### config.mk
export PLATFORM = sky130hd
export DESIGN_NAME = unit_controller
export DESIGN_NICKNAME = d
export VERILOG_FILES = /design/src/rtl/unit_controller.sv
export SDC_FILE = /design/constraint.sdc
export NUM_CORES = 1
export LEC_CHECK = 0
export CORE_ASPECT_RATIO = 0.5
export CORE_MARGIN = 2
export CORE_UTILIZATION = 41
export CTS_BUF_LIST = sky130_fd_sc_hd__clkbuf_4 sky130_fd_sc_hd__clkbuf_8
export CTS_CLUSTER_SIZE = 20
export DETAILED_ROUTE_END_ITERATION = 10
export HOLD_SLACK_MARGIN = 0.15
export PLACE_DENSITY_LB_ADDON = 0.3
export RECOVER_POWER = 50
export SLEW_MARGIN = 25
export SYNTH_ARGS = -nofsm -noshare
export SYNTH_HDL_FRONTEND = slang
export SYNTH_SLANG_ARGS = --single-unit
export TNS_END_PERCENT = 20
### constraint.sdc
create_clock -name clk -period 2.1 [get_ports clk]
set_clock_uncertainty 0.15 [all_clocks]
set_input_delay 0.42 -clock clk [delete_from_list [all_inputs] [get_ports clk]]
set_output_delay 0.42 -clock clk [all_outputs]
set_load 0.05 [all_outputs]
### src/rtl/unit_controller.sv
// ---------------------------------------------------------------------------
// unit_controller
//
// Multi-cycle control unit for a small load/store machine. It fetches a
// 16-bit instruction from a registered ROM, decodes it, and sequences the
// datapath through one or two execute cycles per instruction.
//
// Ports
//   clk           in   1   rising-edge system clock
//   reset         in   1   asynchronous active-high reset
//   instr         in  16   ROM word (valid one cycle after PC_Out changes)
//   PC_Out        out  7   instruction ROM address
//   IR_Out        out 16   instruction register
//   State_Out     out  4   current FSM state (debug)
//   D_Addr        out  8   data memory address
//   D_WriteEn     out  1   data memory write enable
//   MuxS          out  1   write-back select (1 = memory, 0 = ALU)
//   RegF_W_addr   out  4   register file write address
//   RegF_W_en     out  1   register file write enable
//   RegF_Ra_addr  out  4   register file read port A address
//   RegF_Rb_addr  out  4   register file read port B address
//   ALU_S         out  3   ALU select (0 pass, 1 add, 2 subtract)
// ---------------------------------------------------------------------------
module unit_controller (
    input  logic        clk,
    input  logic        reset,
    input  logic [15:0] instr,
    output logic [6:0]  PC_Out,
    output logic [15:0] IR_Out,
    output logic [3:0]  State_Out,
    output logic [7:0]  D_Addr,
    output logic        D_WriteEn,
    output logic        MuxS,
    output logic [3:0]  RegF_W_addr,
    output logic        RegF_W_en,
    output logic [3:0]  RegF_Ra_addr,
    output logic [3:0]  RegF_Rb_addr,
    output logic [2:0]  ALU_S
);

    typedef enum logic [3:0] {
        S_INIT   = 4'd0,
        S_FETCH  = 4'd1,
        S_DECODE = 4'd2,
        S_NOOP   = 4'd3,
        S_LOAD_A = 4'd4,
        S_LOAD_B = 4'd5,
        S_STORE  = 4'd6,
        S_ADD    = 4'd7,
        S_SUB    = 4'd8,
        S_HALT   = 4'd9
    } state_t;

    localparam logic [3:0] OP_NOOP  = 4'b0000;
    localparam logic [3:0] OP_LOAD  = 4'b0001;
    localparam logic [3:0] OP_STORE = 4'b0010;
    localparam logic [3:0] OP_ADD   = 4'b0011;
    localparam logic [3:0] OP_SUB   = 4'b0100;
    localparam logic [3:0] OP_HALT  = 4'b0101;

    state_t      state_reg;
    state_t      state_next;
    logic [6:0]  pc_reg;
    logic [15:0] ir_reg;

    // Instruction fields
    logic [3:0] opcode;
    logic [7:0] mem_addr;
    logic [3:0] fld_hi;   // Ra for ADD/SUB
    logic [3:0] fld_mid;  // Rb for ADD/SUB
    logic [3:0] fld_lo;   // Rd for LOAD/ADD/SUB, Ra for STORE

    assign opcode   = ir_reg[15:12];
    assign mem_addr = ir_reg[11:4];
    assign fld_hi   = ir_reg[11:8];
    assign fld_mid  = ir_reg[7:4];
    assign fld_lo   = ir_reg[3:0];

    // State, PC and IR registers. PC/IR only move on the edge leaving FETCH;
    // the ROM word is already valid there because PC has been stable since
    // the previous FETCH (or since reset for the very first fetch).
    always_ff @(posedge clk or posedge reset) begin
        if (reset) begin
            state_reg <= S_INIT;
            pc_reg    <= 7'd0;
            ir_reg    <= 16'd0;
        end else begin
            state_reg <= state_next;
            if (state_reg == S_FETCH) begin
                ir_reg <= instr;
                pc_reg <= pc_reg + 7'd1;  // wraps 127 -> 0 naturally
            end
        end
    end

    // Next-state logic
    always_comb begin
        state_next = state_reg;
        case (state_reg)
            S_INIT:   state_next = S_FETCH;
            S_FETCH:  state_next = S_DECODE;
            S_DECODE: begin
                case (opcode)
                    OP_NOOP:  state_next = S_NOOP;
                    OP_LOAD:  state_next = S_LOAD_A;
                    OP_STORE: state_next = S_STORE;
                    OP_ADD:   state_next = S_ADD;
                    OP_SUB:   state_next = S_SUB;
                    OP_HALT:  state_next = S_HALT;
                    default:  state_next = S_NOOP;  // undefined opcodes
                endcase
            end
            S_LOAD_A: state_next = S_LOAD_B;
            S_NOOP,
            S_LOAD_B,
            S_STORE,
            S_ADD,
            S_SUB:    state_next = S_FETCH;
            S_HALT:   state_next = S_HALT;
            default:  state_next = S_INIT;
        endcase
    end

    // Moore outputs: decoded only from registered state and IR, so an async
    // reset clears them in the same cycle it is asserted.
    always_comb begin
        D_Addr       = 8'd0;
        D_WriteEn    = 1'b0;
        MuxS         = 1'b0;
        RegF_W_addr  = 4'd0;
        RegF_W_en    = 1'b0;
        RegF_Ra_addr = 4'd0;
        RegF_Rb_addr = 4'd0;
        ALU_S        = 3'd0;
        case (state_reg)
            S_LOAD_A: begin
                // Present the address a cycle early to cover the RAM read latency.
                D_Addr = mem_addr;
                MuxS   = 1'b1;
            end
            S_LOAD_B: begin
                D_Addr      = mem_addr;
                MuxS        = 1'b1;
                RegF_W_addr = fld_lo;
                RegF_W_en   = 1'b1;
            end
            S_STORE: begin
                D_Addr       = mem_addr;
                RegF_Ra_addr = fld_lo;
                D_WriteEn    = 1'b1;
            end
            S_ADD, S_SUB: begin
                RegF_Ra_addr = fld_hi;
                RegF_Rb_addr = fld_mid;
                RegF_W_addr  = fld_lo;
                RegF_W_en    = 1'b1;
                ALU_S        = (state_reg == S_ADD) ? 3'd1 : 3'd2;
            end
            default: ;
        endcase
    end

    assign PC_Out    = pc_reg;
    assign IR_Out    = ir_reg;
    assign State_Out = state_reg;

endmodule

==> results_dict.tcl <==
set metrics [dict create \
    globalplace.congestion 0.739 \
    start_kind "flop" \
    antenna_left 0 \
    synth_seq_cells 27 \
    cts_buffer_depth 2 \
    die-area_sq_um 3880 \
    grt_antenna_before_repair 0 \
    power.total_mw 4.26 \
    fin_ws_ns -0.192 \
    drtPass1Iterations 4 \
    path_class "reg2out" \
    failed_checks "negative setup slack" \
    cts_htree_levels 1 \
    die_h_um 45.1 \
    hold_viol_final 0 \
    synthFlopType "dfrtp_1" \
    max_stage_delay_ns 0.46 \
    cts.sinks 27 \
    drive_gt1_frac 0.589 \
    synth.distinct_cells 30 \
    n_fill_cell 161 \
    yosysSeqAreaShare 0.489 \
    final_common_cell "buf_4" \
    avgSynthCellArea_sq_um 11.7 \
    hold_depth 1 \
    die_w_um 86.1 \
    max_cap_viol_count 0 \
    worst_skew_pair.late_latency_ns 0.28 \
    fin_crit_sh 1.09 \
    fin_setup_tns_ns -1.96 \
    overflow 0 \
    cts_tree "built" \
    detail_route.wl_per_cell_um 17.9 \
    status "finished with violations" \
    vias_per_cell 5.27 \
    clk_pin_slew_worst_paths_ns 0.10 \
    num_vias 1276 \
    nets 222 \
    first_global_vias 1291 \
    synthCells 118 \
    fin_crit_ns 2.29 \
    fin_area_sq_um 2610 \
    numCtsBuffers 3 \
    start_util 0.446 \
    synthArstFlopShare 1.00 \
    io_pins 71 \
    placed_cells 229 \
    grtUsageTotal 0.227 \
    rows 14 \
    finalSetupViolCount 14 \
    relSlewSlack 0.551 \
    drc 0 \
    antenna_cells 0 \
    min_path_type "reg2reg" \
    r2r_cells 5 \
    p_leak_nw 1.17 \
    critPathBufInv 2 \
    cp.arrival_ns 1.72 \
    maxSlewViolCount 0 \
    core_area_sq_um 3100 \
    root_buffer "clkbuf_8" \
    synth_edf_count 0 \
    crit_chain "nor4b_4 > buf_4 > o21bai_4 > and2_4 > buf_12" \
    grt_start_max_net_pins 28 \
    ir_drop_uv 1200 \
    place_area_sq_um 2400 \
    crit_fanout 5 \
    totalWireLength_um 4320 \
    layout_common_cells "buf_4 (34), buf_12 (26), dfrtp_1 (23)" \
    grt_pass1_wl_um 6510 \
    critical_path.slowest_cell "dfrtp_2" \
    io_buffers 69 \
    dp_hpwl_um 2840 \
    critPathTopFamily "simple AND/OR/NAND/NOR gates" \
    end_kind "output port" \
    yosysWarnings 0 \
    worstPathRequired_ns 1.53 \
    hold_buffers 0 \
    worst_slew_pin_slew_ns 0.673 \
    synth_area_sq_um 1380 \
    dr.first_iter.drc_count 57 \
    rsz0062_at_grt "yes" \
    power_density_nw_per_um2 1630 \
    final_cells 242 \
    area_growth_pct 88.8 \
    syn_nets 137 \
    clock.fmax_mhz 436 \
    cp.depth 5 \
]
==> final timing paths <==
check	from	to	slack, ns
setup / recovery	State_Out[1]	RegF_W_addr[1]	-0.19
hold / removal	PC_Out[6]	PC_Out[6]	0.34
setup reg to reg	State_Out[2]	IR_Out[13]	0.19
hold reg to reg	PC_Out[6]	PC_Out[6]	0.34
max in group asynchronous	reset	State_Out[0]	0.65
min in group asynchronous	reset	IR_Out[14]	0.69
==> per-stage QoR <==
stage / utilization / hold slack (ns) / setup slack [ns]
after floorplan: - / 0.322 / -0.528
after global placement: 0.774 / 0.311 / 0.135
after global routing: 0.842 / 0.363 / -0.239
after detailed placement: 0.774 / 0.330 / 0.0796
final: 0.842 / 0.338 / -0.192
after CTS: 0.833 / 0.340 / -0.112
==> worst register-to-register path: stages (launching register included) <==
cell and delay [ns]:
dfrtp_2 0.45, buf_6 0.13, buf_4 0.16, nor4b_4 0.33
buf_12 0.22, mux2_2 0.37
==> flip-flops by register name, indices dropped and copies added (netlist names) <==
name,flops
IR_Out,16
PC_Out,7
State_Out,4
==> cells in the mapped netlist (2+ instances only) <==
cell       n  share of area
dfrtp_1   27           0.49
mux2_2    17           0.14
and2_1    16          0.072
xnor2_1    6          0.038
nand2_1    5          0.014
a22o_1     4          0.025
nand2b_1   4          0.018
nor2_1     4          0.011
buf_2      3          0.011
buf_6      3          0.024
o21ai_0    3          0.011
a211oi_1   2          0.011
a21oi_1    2         0.0072
and3_1     2         0.0090
inv_1      2         0.0054
nand4_1    2         0.0090
nor4b_1    2          0.013
o21bai_1   2          0.011
==> metal layers <==
layer | track usage | vias up | wire length (um)
met2 | 0.423 | 49 | 2430
met5 | 0 | - | 0
met3 | 0.0640 | 2 | 194
met4 | 0.0571 | 0 | 9
met1 | 0.265 | 651 | 1690
li1 | - | 574 | -
==> repair_timing <==
item	in CTS	in global routing
pin swaps	9	0
resized for setup	21	7
buffers inserted	8	1
setup endpoints to repair	22	25
cloned	0	0
==> report_power, final <==
part | switching, mW | leakage (nW) | internal [mW] | total (mW)
sequential | 0.341 | 0.319 | 0.780 | 1.12
combinational | 1.67 | 0.825 | 1.16 | 2.83
clock | 0.175 | 0.0217 | 0.135 | 0.310
total | 2.19 | 1.17 | 2.08 | 4.26
==> final cells by class <==
type	instances	area (sq um)	share of cell area
Clock inverter	1	7.51	0.00288
Inverter	2	7.51	0.00288
Tap cell	40	50.0	0.0192
Timing Repair Buffer	87	1050	0.404
Clock buffer	3	41.3	0.0158
Multi-Input combinational cell	82	769	0.295
Sequential cell	27	681	0.261
==> cell families after synthesis <==
logic type               count (synthesis)  share of synthesized area
AND/OR/NAND/NOR                         41                      0.195
other                                    1                    0.00271
multiplexers                            17                      0.138
buffers and inverters                    9                     0.0462
AO/OA/AOI/OAI                           15                     0.0751
XOR/XNOR                                 7                     0.0443
adder cells (fa/ha/maj)                  1                    0.00905
flip-flops                              27                      0.489
Note: power is estimated with default switching activity, not from simulation.
